## src/rtl/fetch_decode_queue.sv

```systemverilog
// Fetch-to-decode instruction FIFO that presents the head entry pre-split into fields.
// Optional illegal-opcode flag is enabled by defining FDQ_ILLEGAL_CHECK_EN.
module fetch_decode_queue #(
  parameter int unsigned DEPTH    = 2,
  parameter logic [31:0] RESET_PC = 32'h0000_0000
) (
  input  logic        clk,
  input  logic        reset,
  input  logic        flush,
  input  logic        f_valid,
  input  logic [31:0] f_instr,
  input  logic [31:0] f_pc,
  output logic        f_ready,
  output logic        d_valid,
  input  logic        d_ready,
  output logic [31:0] d_instr,
  output logic [31:0] d_pc,
  output logic [31:0] d_pc_plus4,
  output logic [6:0]  d_opcode,
  output logic [4:0]  d_rd,
  output logic [2:0]  d_funct3,
  output logic [4:0]  d_rs1,
  output logic [4:0]  d_rs2,
  output logic [6:0]  d_funct7,
  output logic [31:0] d_imm,
  output logic        d_illegal
);

  localparam int unsigned PtrW = (DEPTH > 1) ? $clog2(DEPTH) : 1;
  localparam int unsigned CntW = $clog2(DEPTH + 1);
  localparam logic [31:0] Nop  = 32'h0000_0013;

  logic [31:0]     pc_q    [DEPTH];
  logic [31:0]     instr_q [DEPTH];
  logic [PtrW-1:0] wr_ptr_q, wr_ptr_d;
  logic [PtrW-1:0] rd_ptr_q, rd_ptr_d;
  logic [CntW-1:0] count_q, count_d;
  logic            push, pop;

  assign f_ready = (count_q < CntW'(DEPTH));
  assign d_valid = (count_q != '0);
  assign push    = f_valid & f_ready & ~flush;
  assign pop     = d_valid & d_ready & ~flush;

  // Power-of-two depth lets the pointers wrap by natural overflow.
  always_comb begin
    wr_ptr_d = wr_ptr_q;
    rd_ptr_d = rd_ptr_q;
    count_d  = count_q;
    if (flush) begin
      wr_ptr_d = '0;
      rd_ptr_d = '0;
      count_d  = '0;
    end else begin
      if (push) wr_ptr_d = wr_ptr_q + PtrW'(1);
      if (pop)  rd_ptr_d = rd_ptr_q + PtrW'(1);
      if (push && !pop)      count_d = count_q + CntW'(1);
      else if (pop && !push) count_d = count_q - CntW'(1);
    end
  end

  always_ff @(posedge clk or posedge reset) begin
    if (reset) begin
      wr_ptr_q <= '0;
      rd_ptr_q <= '0;
      count_q  <= '0;
      for (int i = 0; i < int'(DEPTH); i++) begin
        pc_q[i]    <= RESET_PC;
        instr_q[i] <= Nop;
      end
    end else begin
      wr_ptr_q <= wr_ptr_d;
      rd_ptr_q <= rd_ptr_d;
      count_q  <= count_d;
      if (push) begin
        pc_q[wr_ptr_q]    <= f_pc;
        instr_q[wr_ptr_q] <= f_instr;
      end
    end
  end

  // Stale slots may hold consumed beats, so an empty queue shows a fixed NOP.
  assign d_instr    = d_valid ? instr_q[rd_ptr_q] : Nop;
  assign d_pc       = d_valid ? pc_q[rd_ptr_q] : RESET_PC;
  assign d_pc_plus4 = d_pc + 32'd4;
  assign d_opcode   = d_instr[6:0];
  assign d_rd       = d_instr[11:7];
  assign d_funct3   = d_instr[14:12];
  assign d_rs1      = d_instr[19:15];
  assign d_rs2      = d_instr[24:20];
  assign d_funct7   = d_instr[31:25];

  always_comb begin
    d_imm = '0;
    case (d_opcode)
      7'b0000011, 7'b0010011, 7'b1100111: d_imm = {{20{d_instr[31]}}, d_instr[31:20]};
      7'b0100011: d_imm = {{20{d_instr[31]}}, d_instr[31:25], d_instr[11:7]};
      7'b1100011: d_imm = {{19{d_instr[31]}}, d_instr[31], d_instr[7], d_instr[30:25],
                           d_instr[11:8], 1'b0};
      7'b0110111, 7'b0010111: d_imm = {d_instr[31:12], 12'b0};
      7'b1101111: d_imm = {{11{d_instr[31]}}, d_instr[31], d_instr[19:12], d_instr[20],
                           d_instr[30:21], 1'b0};
      default: d_imm = '0;
    endcase
  end

`ifdef FDQ_ILLEGAL_CHECK_EN
  logic legal_op;

  always_comb begin
    legal_op = 1'b0;
    case (d_opcode)
      7'b0110111, 7'b0010111, 7'b1101111, 7'b1100111, 7'b1100011, 7'b0000011,
      7'b0100011, 7'b0010011, 7'b0110011, 7'b0001111, 7'b1110011: legal_op = 1'b1;
      default: legal_op = 1'b0;
    endcase
  end

  assign d_illegal = d_valid & ((d_instr[1:0] != 2'b11) | ~legal_op);
`else
  assign d_illegal = 1'b0;
`endif

endmodule
```

## config.mk

```make
export PLATFORM = sky130hd
export DESIGN_NAME = fetch_decode_queue
export DESIGN_NICKNAME = d
export VERILOG_FILES = /design/src/rtl/fetch_decode_queue.sv
export SDC_FILE = /design/constraint.sdc
export NUM_CORES = 1
export LEC_CHECK = 0
export CAP_MARGIN = 15
export CORE_MARGIN = 2
export CORE_UTILIZATION = 40
export CTS_BUF_LIST = sky130_fd_sc_hd__clkbuf_4 sky130_fd_sc_hd__clkbuf_8
export DETAILED_ROUTE_END_ITERATION = 8
export PLACE_DENSITY_LB_ADDON = 0.05
export SLEW_MARGIN = 20
export SYNTH_ARGS = -nofsm -noshare
export SYNTH_HDL_FRONTEND = slang
export SYNTH_SLANG_ARGS = --single-unit
```

## constraint.sdc

```tcl
create_clock -name clk -period 5.9 [get_ports clk]
set_clock_uncertainty 0.15 [all_clocks]
set_input_delay 1.77 -clock clk [delete_from_list [all_inputs] [get_ports clk]]
set_output_delay 1.77 -clock clk [all_outputs]
set_load 0.1 [all_outputs]
```

==> results by group <==
Clock network
  – Worst-path clk slew: 0.08 ns
  – TritonCTS sink count: 132
  – Clock Tree Buf Depth: 2
  – CTS Hold Buffers Added: 0
  – Num CTS Buffers: 17
  – Root Driver: clkbuf_8
  – Clk_lat worst skew: 0.43 ns
  – Post-cts sizing count: 0
  – CTS tree: built
  – Post-CTS Setup Repair Bufs: 0
  – H-tree levels: 4

Setup path
  – Critical path data required time: 3.98 ns
  – RR Startpoint: count_q[1]$_DFFE_PP0P_
  – Critical Path AT: 3.53 ns
  – Setup slack, reg-to-reg: 3.79 ns
  – Crit path max fanout: 42
  – CP Launch Type: flip-flop
  – Critical path type: reg2out
  – Setup crit start: rd_ptr_q$_DFFE_PP0P_
  – Capturing point of the worst reg2reg path: instr_q[20]$_DFFE_PP0P_
  – Worst Setup End Kind: output port
  – R2R cell count: 5
  – CP Capture Point: d_imm[12]

STA
  – Period utilisation layout: 0.923
  – Final hold violations: 0
  – Setup violations, final: 0
  – Slew HR: 0.340
  – Final slew viol count: 0
  – RSZ-0062 raised after global routing: false
  – Period minus WS final: 5.45 ns
  – Least-Margin Pin Slew: 0.987 ns
  – Achievable frequency: 0.184 GHz
  – WHS: 0.357 ns

Logic synthesis
  – Syn_nets: 732
  – EDFF count, synth: 0
  – Post-synthesis cell type count: 54
  – Post-synthesis area per instance: 11.3 µm²
  – Part of the Yosys area used for sequential elements: 0.444
  – Most used DFF post-synth: dfrtp_1
  – Seq cells post-synth: 132
  – YS warnings: 0
  – FFs w/ async S/R, synth: 1.00
  – Syn Inst Count: 662
  – Synth area leader: dfrtp_1
  – Synth top area share: 0.423
  – Top cells by area, synth: dfrtp_1 42%, mux2_2 21%, mux2i_1 7.0%
  – Post-Syn Area: 7450 µm²

Global routing
  – Initial antenna violation count: 1
  – Vias in the first global route: 6105
  – First-pass GRT wire length: 31900 µm
  – Pin count of the biggest net entering global routing: 110
  – Gr usage total: 0.202
  – GRT overflow: 0

Routing
  – Antenna Violating Nets Remaining: 0
  – Post-Route WL: 19700 µm
  – Initial drt markers: 203
  – Avg WL per Cell: 17.9 µm
  – Via count: 5653
  – Drt pass-1 iters: 4
  – DRC: 0
  – Vias per inst: 5.15

Cells and area
  – Reg area: 3310 µm²
  – # fillers: 1538
  – ANT cells: 0
  – Share of layout cells above drive strength 1: 0.385
  – Area of the multi-input gates: 3780 µm²
  – Commonest non-fill, non-tap cell in the layout: clkdlybuf4s50_1
  – Final core utilization: 0.581
  – Area growth syn-to-layout: 41.4%
  – Leading cell types in the layout, fill and taps excluded: 141 x clkdlybuf4s50_1, 139 x mux2_2, 125 x dfrtp_1
  – Nets: 925

Floorplanning
  – Ports: 232
  – Die Area: 19700 µm²
  – Initial Utilization: 0.411
  – Rows: 49
  – Die width: 140 µm
  – Core ar.: 18100 µm²
  – Die H: 140 µm

Min path
  – HP Class: reg2reg

Placed design
  – Post-DP HPWL: 14600 µm
  – GPL Wtd Cong: 0.821
  – Port bufs: 230

Power
  – Power per cell area: 421 nW/µm²
  – Max IR drop VDD: 0.252 mV
  – P_leak: 4.28 nW

Job
  – Max-Cap Viols: 0

Status
  – Status: completed
-- report_power, final --
group / leakage, nW / switching [mW] / total, mW / internal (mW)
sequential: 1.56 / 0.167 / 1.34 / 1.17
clock: 0.195 / 0.373 / 0.794 / 0.421
combinational: 2.52 / 1.62 / 2.31 / 0.695
total: 4.28 / 2.15 / 4.44 / 2.29
-- cell type report --
type	instances	share of cell area
Clock buffer	17	0.0222
Clock inverter	15	0.0172
Inverter	21	0.00795
Multi-Input combinational cell	440	0.359
Sequential cell	132	0.314
Tap cell	229	0.0272
Timing Repair Buffer	243	0.252
-- metal layers --
layer	GRT usage	up-vias	wire, µm	part of all wire
met5	0	-	13	0.00066
met4	0.0453	2	159	0.0081
met3	0.0554	12	1190	0.061
met2	0.346	174	9730	0.49
met1	0.257	2787	8590	0.44
li1	-	2678	-	-
-- logic make-up after synthesis --
| family | count (synthesis) | synth area share |
|---|---|---|
| buf+inv | 90 | 0.0715 |
| flops | 132 | 0.444 |
| xor+xnor | 30 | 0.0353 |
| simple gates | 164 | 0.115 |
| mux | 191 | 0.280 |
| fa+ha+maj | 1 | 0.00168 |
| other cells | 1 | 0.000503 |
| compound gates | 53 | 0.0519 |
-- through the flow --
stage	power, mW	instances	setup slack (ns)	instance area [µm²]	setup TNS, ns
global route	4.65	1097	0.170	10500	0
floorplan	3.13	662	-0.622	7610	-5.28
detailed placement	3.68	1064	0.926	10100	0
global placement	3.64	1064	0.968	10100	0
CTS	4.48	1096	0.428	10500	0
finish	4.44	1097	0.451	10500	0
-- worst min-delay path by stage --
stage,end,startpoint,slack (ns),cells after the start
after floorplan,instr_q[21]$_DFFE_PP0P_,instr_q[21]$_DFFE_PP0P_,0.32,1
after global placement,instr_q[21]$_DFFE_PP0P_,instr_q[21]$_DFFE_PP0P_,0.33,1
after detailed placement,instr_q[29]$_DFFE_PP0P_,instr_q[29]$_DFFE_PP0P_,0.34,1
after CTS,pc_q[58]$_DFFE_PP0P_,pc_q[58]$_DFFE_PP0P_,0.36,1
after global routing,instr_q[29]$_DFFE_PP0P_,instr_q[29]$_DFFE_PP0P_,0.37,1
final,pc_q[49]$_DFFE_PP0P_,pc_q[49]$_DFFE_PP0P_,0.36,1
-- worst max-delay path, cell delays in order, from the launching register on --
cell     delay, ns
dfrtp_4       0.85
mux2i_1       0.41
nand2_1       0.26
nor4_4        0.48
a31oi_2       0.28
o31ai_1       0.55
buf_12        0.24
-- Yosys cell counts (3+ instances only) --
cell and count:
nor2_1 61, nand2b_1 3, nand3_1 20, xnor2_1 11, nor4_2 3, dfrtp_1 126, nand2_1 33, nand3b_1 7
o21ai_0 18, clkbuf_1 14, nand4_1 3, dfstp_2 6, nor3_1 10, buf_2 12, nor4_1 5, mux2_2 139
a21oi_1 5, buf_4 36, inv_1 20, buf_6 6, o32ai_1 4, xor2_1 19, nor3_2 3, mux2i_1 52
o31ai_1 8, a211oi_1 4
-- registers in the layout (all words and copies together) (netlist names) --
name and cells:
count_q 2, instr_q 64, wr_ptr_q 1, pc_q 64, rd_ptr_q 1
(Power assumes the default switching activity.)
